`src/rtl/anton_neopixel_sequencer_if.sv`:
```
`default_nettype none
// +--------------------------------------------------------------------------+
// | anton_neopixel_sequencer_if                                              |
// | Control and timing-index bundle between the register block, the frame    |
// | sequencer and the downstream stream stage.                               |
// |                                                                          |
// | master : register/control side (drives controls, observes indices)       |
// |   regCtrlRun, regCtrlLoop, regCtrl32bit, regMax  -> sequencer            |
// |   state, pixelIndex, channelIndex, pixelBitIndex, bitPatternIndex,       |
// |   frameDone                                      <- sequencer            |
// | slave  : sequencer side (mirror of master)                               |
// |                                                                          |
// | Revision: 1.0 - initial release                                          |
// +--------------------------------------------------------------------------+
interface anton_neopixel_sequencer_if #(
   parameter int BUFFER_END = 12
);
   localparam int BUFFER_BITS = $clog2(BUFFER_END + 1);

   logic                   regCtrlRun;
   logic                   regCtrlLoop;
   logic                   regCtrl32bit;
   logic [BUFFER_BITS-1:0] regMax;
   logic                   state;
   logic [BUFFER_BITS-1:0] pixelIndex;
   logic [1:0]             channelIndex;
   logic [2:0]             pixelBitIndex;
   logic [2:0]             bitPatternIndex;
   logic                   frameDone;

   modport master (
      output regCtrlRun, regCtrlLoop, regCtrl32bit, regMax,
      input  state, pixelIndex, channelIndex, pixelBitIndex, bitPatternIndex, frameDone
   );

   modport slave (
      input  regCtrlRun, regCtrlLoop, regCtrl32bit, regMax,
      output state, pixelIndex, channelIndex, pixelBitIndex, bitPatternIndex, frameDone
   );
endinterface
`default_nettype wire

```
`src/rtl/anton_neopixel_sequencer.sv`:
```
`default_nettype none
// +--------------------------------------------------------------------------+
// | anton_neopixel_sequencer                                                 |
// | Frame state machine and nested bit/channel/pixel counters for the        |
// | NeoPixel transmit path. Every frame is preceded by a line-low latch      |
// | interval and followed by another one that ends with a frameDone pulse.   |
// |                                                                          |
// | Ports:                                                                   |
// |   clk7mhz : single clock, rising edge                                    |
// |   resetn  : asynchronous active-low reset                                |
// |   seq     : slave side of anton_neopixel_sequencer_if                    |
// |             (run/loop/32-bit/regMax in; state, indices, frameDone out)   |
// |                                                                          |
// | Revision: 1.0 - initial release                                          |
// +--------------------------------------------------------------------------+
module anton_neopixel_sequencer #(
   parameter int BUFFER_END   = 12,
   parameter int RESET_CYCLES = 400
) (
   input  logic                      clk7mhz,
   input  logic                      resetn,
   anton_neopixel_sequencer_if.slave seq
);
   localparam int BUFFER_BITS = $clog2(BUFFER_END + 1);
   localparam int LATCH_BITS  = (RESET_CYCLES > 1) ? $clog2(RESET_CYCLES) : 1;
   localparam logic [LATCH_BITS-1:0]  LATCH_LAST     = LATCH_BITS'(RESET_CYCLES - 1);
   localparam logic [BUFFER_BITS-1:0] BUFFER_END_IDX = BUFFER_BITS'(BUFFER_END);
   localparam logic STATE_RESET    = 1'b0;
   localparam logic STATE_TRANSMIT = 1'b1;

   typedef enum logic [1:0] {
      ST_IDLE  = 2'd0,
      ST_LATCH = 2'd1,
      ST_TX    = 2'd2
   } fsm_t;

   fsm_t                   r_fsm,   w_fsm_nxt;
   logic                   r_first, w_first_nxt;
   logic [LATCH_BITS-1:0]  r_latch, w_latch_nxt;
   logic [BUFFER_BITS-1:0] r_pix,   w_pix_nxt;
   logic [1:0]             r_chan,  w_chan_nxt;
   logic [2:0]             r_bit,   w_bit_nxt;
   logic [2:0]             r_pat,   w_pat_nxt;
   logic                   r_done,  w_done_nxt;
   logic                   r_run_q;
   logic                   r_run_armed;
   logic                   w_run_rise;
   logic [BUFFER_BITS-1:0] w_eff_max;
   logic [BUFFER_BITS-1:0] w_step;
   logic                   w_last_pixel;

   // The run-edge register only becomes meaningful one clock after reset, so
   // a run bit that was already high across reset is not taken as a new edge.
   assign w_run_rise = seq.regCtrlRun & ~r_run_q & r_run_armed;

   assign w_eff_max = (seq.regMax > BUFFER_END_IDX) ? BUFFER_END_IDX : seq.regMax;
   assign w_step    = seq.regCtrl32bit ? BUFFER_BITS'(4) : BUFFER_BITS'(1);

   // In 32-bit mode the low two index bits are the channel/padding byte.
   assign w_last_pixel = seq.regCtrl32bit
                       ? (r_pix[BUFFER_BITS-1:2] == w_eff_max[BUFFER_BITS-1:2])
                       : (r_pix == w_eff_max);

   always_comb begin
      w_fsm_nxt   = r_fsm;
      w_first_nxt = r_first;
      w_latch_nxt = r_latch;
      w_pix_nxt   = r_pix;
      w_chan_nxt  = r_chan;
      w_bit_nxt   = r_bit;
      w_pat_nxt   = r_pat;

      if (!seq.regCtrlRun) begin
         w_fsm_nxt   = ST_IDLE;
         w_first_nxt = 1'b0;
         w_latch_nxt = '0;
         w_pix_nxt   = '0;
         w_chan_nxt  = '0;
         w_bit_nxt   = '0;
         w_pat_nxt   = '0;
      end else begin
         case (r_fsm)
            ST_IDLE: begin
               if (w_run_rise) begin
                  w_fsm_nxt   = ST_LATCH;
                  w_first_nxt = 1'b1;
                  w_latch_nxt = '0;
               end
            end
            ST_LATCH: begin
               if (r_latch == LATCH_LAST) begin
                  w_latch_nxt = '0;
                  // The leading latch always proceeds to a frame; a trailing
                  // one only does so in loop mode.
                  if (r_first || seq.regCtrlLoop) begin
                     w_fsm_nxt   = ST_TX;
                     w_first_nxt = 1'b0;
                  end else begin
                     w_fsm_nxt = ST_IDLE;
                  end
               end else begin
                  w_latch_nxt = r_latch + LATCH_BITS'(1);
               end
            end
            ST_TX: begin
               w_pat_nxt = r_pat + 3'd1;
               if (r_pat == 3'd7) begin
                  w_bit_nxt = r_bit + 3'd1;
                  if (r_bit == 3'd7) begin
                     if (r_chan == 2'd2) begin
                        w_chan_nxt = 2'd0;
                        if (w_last_pixel) begin
                           w_fsm_nxt   = ST_LATCH;
                           w_pix_nxt   = '0;
                           w_latch_nxt = '0;
                        end else begin
                           w_pix_nxt = r_pix + w_step;
                        end
                     end else begin
                        w_chan_nxt = r_chan + 2'd1;
                     end
                  end
               end
            end
            default: begin
               w_fsm_nxt = ST_IDLE;
            end
         endcase
      end

      // Registered pulse marks the final latch count as it is entered.
      w_done_nxt = (w_fsm_nxt == ST_LATCH) && (w_latch_nxt == LATCH_LAST);
   end

   always_ff @(posedge clk7mhz or negedge resetn) begin
      if (!resetn) begin
         r_fsm       <= ST_IDLE;
         r_first     <= 1'b0;
         r_latch     <= '0;
         r_pix       <= '0;
         r_chan      <= '0;
         r_bit       <= '0;
         r_pat       <= '0;
         r_done      <= 1'b0;
         r_run_q     <= 1'b0;
         r_run_armed <= 1'b0;
      end else begin
         r_fsm       <= w_fsm_nxt;
         r_first     <= w_first_nxt;
         r_latch     <= w_latch_nxt;
         r_pix       <= w_pix_nxt;
         r_chan      <= w_chan_nxt;
         r_bit       <= w_bit_nxt;
         r_pat       <= w_pat_nxt;
         r_done      <= w_done_nxt;
         r_run_q     <= seq.regCtrlRun;
         r_run_armed <= 1'b1;
      end
   end

   assign seq.state           = (r_fsm == ST_TX) ? STATE_TRANSMIT : STATE_RESET;
   assign seq.pixelIndex      = r_pix;
   assign seq.channelIndex    = r_chan;
   assign seq.pixelBitIndex   = r_bit;
   assign seq.bitPatternIndex = r_pat;
   assign seq.frameDone       = r_done;
endmodule
`default_nettype wire
```
`src/flat_wrapper.sv`:
```
// flat-port wrapper written by rule: the top's interface ports become plain ports
module anton_neopixel_sequencer_flat 
#(
   parameter int BUFFER_END   = 12,
   parameter int RESET_CYCLES = 400
)
  (clk7mhz, resetn, seq_regCtrlRun, seq_regCtrlLoop, seq_regCtrl32bit, seq_regMax, seq_state, seq_pixelIndex, seq_channelIndex, seq_pixelBitIndex, seq_bitPatternIndex, seq_frameDone);
  anton_neopixel_sequencer_if #(.BUFFER_END(BUFFER_END)) seq_i ();
  input  logic clk7mhz;
  input  logic resetn;
  input wire logic [$bits(seq_i.regCtrlRun)-1:0] seq_regCtrlRun;
  input wire logic [$bits(seq_i.regCtrlLoop)-1:0] seq_regCtrlLoop;
  input wire logic [$bits(seq_i.regCtrl32bit)-1:0] seq_regCtrl32bit;
  input wire logic [$bits(seq_i.regMax)-1:0] seq_regMax;
  output wire logic [$bits(seq_i.state)-1:0] seq_state;
  output wire logic [$bits(seq_i.pixelIndex)-1:0] seq_pixelIndex;
  output wire logic [$bits(seq_i.channelIndex)-1:0] seq_channelIndex;
  output wire logic [$bits(seq_i.pixelBitIndex)-1:0] seq_pixelBitIndex;
  output wire logic [$bits(seq_i.bitPatternIndex)-1:0] seq_bitPatternIndex;
  output wire logic [$bits(seq_i.frameDone)-1:0] seq_frameDone;
  assign seq_i.regCtrlRun = seq_regCtrlRun;
  assign seq_i.regCtrlLoop = seq_regCtrlLoop;
  assign seq_i.regCtrl32bit = seq_regCtrl32bit;
  assign seq_i.regMax = seq_regMax;
  assign seq_state = seq_i.state;
  assign seq_pixelIndex = seq_i.pixelIndex;
  assign seq_channelIndex = seq_i.channelIndex;
  assign seq_pixelBitIndex = seq_i.pixelBitIndex;
  assign seq_bitPatternIndex = seq_i.bitPatternIndex;
  assign seq_frameDone = seq_i.frameDone;
  anton_neopixel_sequencer #(.BUFFER_END(BUFFER_END), .RESET_CYCLES(RESET_CYCLES)) u_core (.clk7mhz(clk7mhz), .resetn(resetn), .seq(seq_i));
endmodule
```
`config.mk`:
```
export PLATFORM = sky130hd
export DESIGN_NAME = anton_neopixel_sequencer_flat
export DESIGN_NICKNAME = d
export VERILOG_FILES = /design/src/rtl/anton_neopixel_sequencer_if.sv /design/src/rtl/anton_neopixel_sequencer.sv /design/src/flat_wrapper.sv
export SDC_FILE = /design/constraint.sdc
export NUM_CORES = 1
export LEC_CHECK = 0
export CAP_MARGIN = 20
export CORE_UTILIZATION = 54
export DETAILED_ROUTE_END_ITERATION = 10
export GPL_TIMING_DRIVEN = 0
export MAX_ROUTING_LAYER = met4
export PLACE_DENSITY_LB_ADDON = 0.12
export REMOVE_ABC_BUFFERS = 1
export SLEW_MARGIN = 20
export SYNTH_ARGS = -nofsm -noshare
export SYNTH_HDL_FRONTEND = slang
export SYNTH_SLANG_ARGS = --single-unit
```
`constraint.sdc`:
```
create_clock -name clk7mhz -period 4.2 [get_ports clk7mhz]
set_input_delay 0.42 -clock clk7mhz [delete_from_list [all_inputs] [get_ports clk7mhz]]
set_output_delay 0.42 -clock clk7mhz [all_outputs]
set_load 0.1 [all_outputs]
```
## Word level (Yosys, flattened, before mapping)

Cells that the tools add are included.

- Reduce and logical (&&, ||, !) cells: 7
- Bitwise operators: 3
- $add $sub $neg: 5
- Muxes and demuxes: 42
- Magnitude comparators: 1
- Equality and inequality tests: 18

Operator list:

| operator | count |
|---|---|
| $mux W9 | 7 |
| $mux W4 | 7 |
| $pmux W9 S3 | 1 |
| $mux W2 | 13 |
| $eq A9 B9 Y1 const B | 2 |
| $mux W3 | 6 |
| $add A9 B1 Y9 const B | 1 |
| $ne A3 B2 Y1 const B | 3 |
| $ne A2 B1 Y1 const B | 4 |
| $reduce_and A4 Y1 | 2 |
| $add A3 B1 Y3 const B | 2 |
| $eq A3 B3 Y1 const B | 2 |
| $mux W1 | 6 |
| $pmux W2 S3 | 1 |
| $add A4 B4 Y4 | 1 |
| $eq A2 B1 Y1 const B | 2 |
| $eq A2 B2 Y1 const B | 2 |
| $eq A4 B4 Y1 | 1 |
| $gt A4 B4 Y1 const B | 1 |
| $ne A3 B1 Y1 const B | 1 |
| $reduce_and A3 Y1 | 1 |
| $add A2 B1 Y2 const B | 1 |
| $and A1 B1 Y1 | 2 |
| $eq A2 B2 Y1 | 1 |
| 6 further kinds | 6 |

- Output and inout bits: 14
- Input bits: 9
- Logic and storage cells: 86
- Register bits: 27

## Depth between registers and ports, before layout

- Depth after elaboration: 12
- Depth in mapped cells: 7
- Gate-level depth less buffers: 7

## Least setup slack after synthesis

OpenSTA, ideal clock, no wires.

- Path kind: reg-to-reg
- Start: register u_core.r_pat[0] (netlist: u_core.seq.bitPatternIndex[0])
- End: register u_core.r_done (netlist: u_core.seq.frameDone)
- Required time: 4.065 ns
- Stages on the path, launching flop included: 8
- Path slack: 1.733 ns
- Data arrival time: 2.332 ns
- Period minus slack after synthesis: 2.467 ns
- Cells stage by stage: dfrtp_1 -> ha_1 -> ha_1 -> nand4_2 -> a211oi_4 -> nor2_2 -> o311ai_2 -> a2111oi_2

- Cells in the longest elaborated chain, start to end: 6
- Elaborated cells between the ends (all ways): 10
- Classes of those cells: eq/ne: 3; mux: 6; reduce/logical: 1

RTL lines:

| element | line | source |
|---|---|---|
| start, declared | anton_neopixel_sequencer.sv:43 | `logic [2:0] r_pat, w_pat_nxt;` |
| start signal, assigned | anton_neopixel_sequencer.sv:154 | `r_pat <= w_pat_nxt;` |
| $eq A3 B3 Y1 * | anton_neopixel_sequencer.sv:107 | `if (r_pat == 3'd7) begin` |
| $mux W9 / $mux W2 (equally long branches) | anton_neopixel_sequencer.sv:107 |  |
| $pmux W9 S3 / $pmux W2 S3 (equally long branches) | anton_neopixel_sequencer.sv:82 | `case (r_fsm)` |
| $mux W9 / $mux W2 (equally long branches) | anton_neopixel_sequencer.sv:73 | `if (!seq.regCtrlRun) begin` |
| $eq A9 B9 Y1 / $eq A2 B1 Y1 (equally long branches) | anton_neopixel_sequencer.sv:132 | `w_done_nxt = (w_fsm_nxt == ST_LATCH) && (w_latch_nxt == LATCH_LAST);` |
| $logic_and A1 B1 Y1 * | anton_neopixel_sequencer.sv:132 |  |
| named net u_core.w_done_nxt | anton_neopixel_sequencer.sv:44 | `logic r_done, w_done_nxt;` |
| end signal, assigned | anton_neopixel_sequencer.sv:155 | `r_done <= w_done_nxt;` |
| end, declared | anton_neopixel_sequencer.sv:44 |  |

The timed path passes the listed nets; every way through them passes the cells marked *.
A chain may end at the register's enable or synchronous reset.

## Worst setup path after layout

- Start: register u_core.r_fsm[1]
- End: output seq_state

- Cells in the longest elaborated chain, start to end: 2

RTL lines:

| element | line | source |
|---|---|---|
| start, declared | anton_neopixel_sequencer.sv:37 | `fsm_t r_fsm, w_fsm_nxt;` |
| start signal, assigned | anton_neopixel_sequencer.sv:148 | `r_fsm <= w_fsm_nxt;` |
| $eq A2 B2 Y1 | anton_neopixel_sequencer.sv:161 | `assign seq.state = (r_fsm == ST_TX) ? STATE_TRANSMIT : STATE_RESET;` |
| $mux W1 | anton_neopixel_sequencer.sv:161 |  |
| end, declared | flat_wrapper.sv:15 | `output wire logic [$bits(seq_i.state)-1:0] seq_state;` |

Every way passes these cells.

==> run_results.csv <==
group,metric,value,unit
yosys,synth_warnings,0,
placement,place_ws,1430,ps
sta,maximum_frequency_from_static_timing_analysis,0.316,GHz
placement,placed_cells_incl_taps,216,
flow_run,drv_cap,0,
sta,report.final.setup_viol,0,
clocking,cts_tree,"yes",
cells_and_area,area_delta_synth_final,15.0,%
worst_setup_path,critical_path_peak_fanout,10,
drt,routedWlPerCell,15.7,um
worst_setup_path,worstRegToRegCells,6,
clocking,worst_skew_pair.late_latency,330,ps
sta,min_period_over_period,75.4,%
worst_setup_path,worstPathCellList,"nor2b_1, clkdlybuf4s50_1",
floorplanning,die_height,57.0,um
worst_setup_path,cp_data_arrival_time,2750,ps
worst_setup_path,critical-path-slowest-cell,"sky130_fd_sc_hd__clkdlybuf4s50_1",
sta,clock_skew,15.9,ps
worst_setup_path,worst-path-buf-inv,1,
drt,drt-vias-per-instance,6.29,
clocking,cts_stage_hold_buffer_count,0,
yosys,postSynthAreaPerCell,9.73,um^2
floorplanning,dieWidth,57.0,um
cells_and_area,layout.nets,207,
power,comb_power_share,9.9,%
power,leakagePower,0.807,nW
run_status,outcome,"finished clean",
sta,max_slew_margin,35.1,%
worst_setup_path,cp_top_family,"buffers and inverters",
worst_setup_path,start_kind,"register",
yosys,synth_area,1640,um^2
worst_setup_path,reg2reg_from,"u_core.r_fsm[1]",
sta,tightest_slew,970,ps
placement,io_buffer_count,22,
drt,dr_total_vias,1383,
power,p_per_area,224,nW/um^2
clocking,cts_buffers,3,
drt,detail-route-antenna-nets,0,
grt,first_global_vias,1324,
worst_setup_path,cp_depth,2,
floorplanning,die_area,3250,um^2
clocking,clock_sink_count,27,
worst_setup_path,worst_r2r_endpoint,"u_core.seq.frameDone",
worst_setup_path,worst-endpoint-required,3780,ps
yosys,postSynthRegisterBits,27,
cells_and_area,final_layout_size_suffix_gt1_share,10.1,%
sta,hold_viol_final,0,
clocking,ctsRootBufferMaster,"sky130_fd_sc_hd__clkbuf_4",
cells_and_area,layout.cells.most_common_list,"sky130_fd_sc_hd__dfrtp_1 (27), sky130_fd_sc_hd__nor2_1 (21), sky130_fd_sc_hd__clkdlybuf4s50_1 (21)",
placement,place.detailed.hpwl,2580,um
cells_and_area,num_antenna_cells,0,
cells_and_area,leading_cell_type_in_the_layout_fill_and_taps_excluded,"sky130_fd_sc_hd__dfrtp_1",
grt,grt.total_usage,23.3,%
floorplanning,io_pins,23,
placement,detailed_place.area,1850,um^2
sta,fin_setup_tns,0,ps
floorplanning,num_rows,19,
cells_and_area,final_cell_area,1880,um^2
yosys,ys_types,50,
drt,number_of_drc_violations_after_detailed_routing,0,
clocking,htree_levels,1,
power,p_sw,0.000107,W
floorplanning,fp.coreArea,2810,um^2
sta,report.final.slew_viol_count,0,
grt,maximum_number_of_pins_on_one_net_before_global_route_repair,28,
drt,first_pass_iters,4,
floorplanning,initial_core_utilization,58.3,%
cells_and_area,fillers,229,
worst_setup_path,setup.worst_path.class,"register to primary output",
yosys,cell_count_after_synthesis,168,
power,internal_power,0.000315,W
clocking,cts_resized,0,
cells_and_area,multi_input_comb_area,910,um^2
worst_hold_path,hp-class,"primary input to asynchronous set/reset pin",
power,switching_share,25.3,%
clocking,max-clock-path-buffers,2,
grt,grt.overflow.total,0,
worst_setup_path,r2r_setup_slack,1800,ps
clocking,worst_setup_hold_path_clk_slew,150,ps
cells_and_area,fin_util,67.0,%
sta,grt_setup_unrepaired,"false",
sta,post_layout_min_period,3170,ps
yosys,synth-seq-area-share,41.3,%
clocking,cts_post_setup_buffers_inserted,0,
drt,drt_wl_total,3460,um
cells_and_area,final-seq-area,676,um^2
power,vdd_drop_max,0.121,mV
worst_setup_path,critPathCaptureType,"primary output",
worst_setup_path,worst_path_largest_cell_delay,1280,ps
power,p_clk_share,27.3,%
power,seqPwrFrac,62.8,%
grt,grt_first_pass_wirelength,5830,um
cells_and_area,final-instance-count-excl-fill,220,
grt,antenna_found_initial,0,
sta,worst_slack,1030,ps
placement,place.gp.congestion,0.855,
drt,detail_route.iter0.violations,67,
## power by group through the flow
stage | sequential, W | clock (W) | combinational (W)
detailed placement | 0.000269 | 0 | 0.0000416
global placement | 0.000269 | 0 | 0.0000408
CTS | 0.000265 | 0.000118 | 0.0000418
finish | 0.000265 | 0.000115 | 0.0000416
floorplan | 0.000269 | 0 | 0.0000211
global route | 0.000265 | 0.000126 | 0.0000462
## cells in the mapped netlist, drive strengths merged
master | number | area (um^2)
dfrtp | 27 | 676
nor2 | 22 | 85.1
nand2 | 13 | 48.8
a21oi | 12 | 63.8
nand3 | 9 | 45.0
ha | 8 | 100
nor3 | 7 | 35.0
o21ai | 6 | 30.0
a31oi | 5 | 31.3
a22o | 4 | 35.0
inv | 4 | 15.0
nand4 | 4 | 31.3
xnor2 | 4 | 35.0
xor2 | 4 | 35.0
buf | 3 | 27.5
nand3b | 3 | 22.5
a211oi | 2 | 27.5
a31o | 2 | 17.5
and2 | 2 | 15.0
and3 | 2 | 12.5
clkbuf | 2 | 7.51
mux2i | 2 | 20.0
nor2b | 2 | 12.5
a2111oi | 1 | 15.0
a211o | 1 | 10.0
a21bo | 1 | 10.0
a21o | 1 | 7.51
a311oi | 1 | 8.76
and3b | 1 | 8.76
conb | 1 | 3.75
nand2b | 1 | 6.26
nor3b | 1 | 7.51
nor4 | 1 | 21.3
nor4b | 1 | 15.0
o211ai | 1 | 12.5
o22ai | 1 | 6.26
o2bb2ai | 1 | 8.76
o311a | 1 | 11.3
o311ai | 1 | 16.3
o32a | 1 | 22.5
o41ai | 1 | 8.76
or3 | 1 | 6.26
## metrics by stage
stage | hold slack, ps | power, W
finish | 67.8 | 0.000422
detailed placement | 468 | 0.000311
floorplan | 124 | 0.000290
CTS | 88.3 | 0.000424
global route | 121 | 0.000437
global placement | 531 | 0.000310
## registers in the layout, summed over array words and instances, names as in the netlist
register and count:
u_core.r_first 1, u_core.r_fsm 2, u_core.r_latch 9, u_core.r_run_armed 1, u_core.r_run_q 1, u_core.seq.bitPatternIndex 3
u_core.seq.channelIndex 2, u_core.seq.frameDone 1, u_core.seq.pixelBitIndex 3, u_core.seq.pixelIndex 4
## how the worst max path moves through the flow
stage	start	slack, ps	end
finish	u_core.r_fsm[1]	1030	seq_state
global route	u_core.r_fsm[1]	920	seq_state
CTS	u_core.r_fsm[1]	1040	seq_state
detailed placement	u_core.r_fsm[1]	1430	seq_state
floorplan	u_core.r_fsm[0]	760	u_core.seq.frameDone
global placement	u_core.r_fsm[0]	1470	seq_state
## kinds of logic after synthesis
family / after synthesis / share of synthesized area, %
compound gates: 43 / 21.0
xor+xnor: 8 / 4.28
fa+ha+maj: 8 / 6.12
buf+inv: 9 / 3.06
flops: 27 / 41.3
mux: 2 / 1.22
other cells: 1 / 0.229
simple gates: 70 / 22.8
## layout make-up
| type | instances | share of cell area (%) |
|---|---|---|
| Multi-Input combinational cell | 132 | 48.4 |
| Timing Repair Buffer | 22 | 11.4 |
| Sequential cell | 27 | 35.9 |
| Clock buffer | 4 | 1.40 |
| Tap cell | 31 | 2.06 |
| Inverter | 4 | 0.798 |
## routing by layer
| layer | routed length (um) | vias to the layer above | part of all wire [%] | track usage [%] |
|---|---|---|---|---|
| li1 | - | 659 | - | - |
| met1 | 1590 | 656 | 46 | 31.1 |
| met2 | 1590 | 58 | 46 | 36.3 |
| met3 | 177 | 10 | 5.1 | 2.72 |
| met4 | 97 | 0 | 2.8 | 9.76 |
| met5 | 0 | - | 0 | - |
Power figures use the tool's default switching activity.
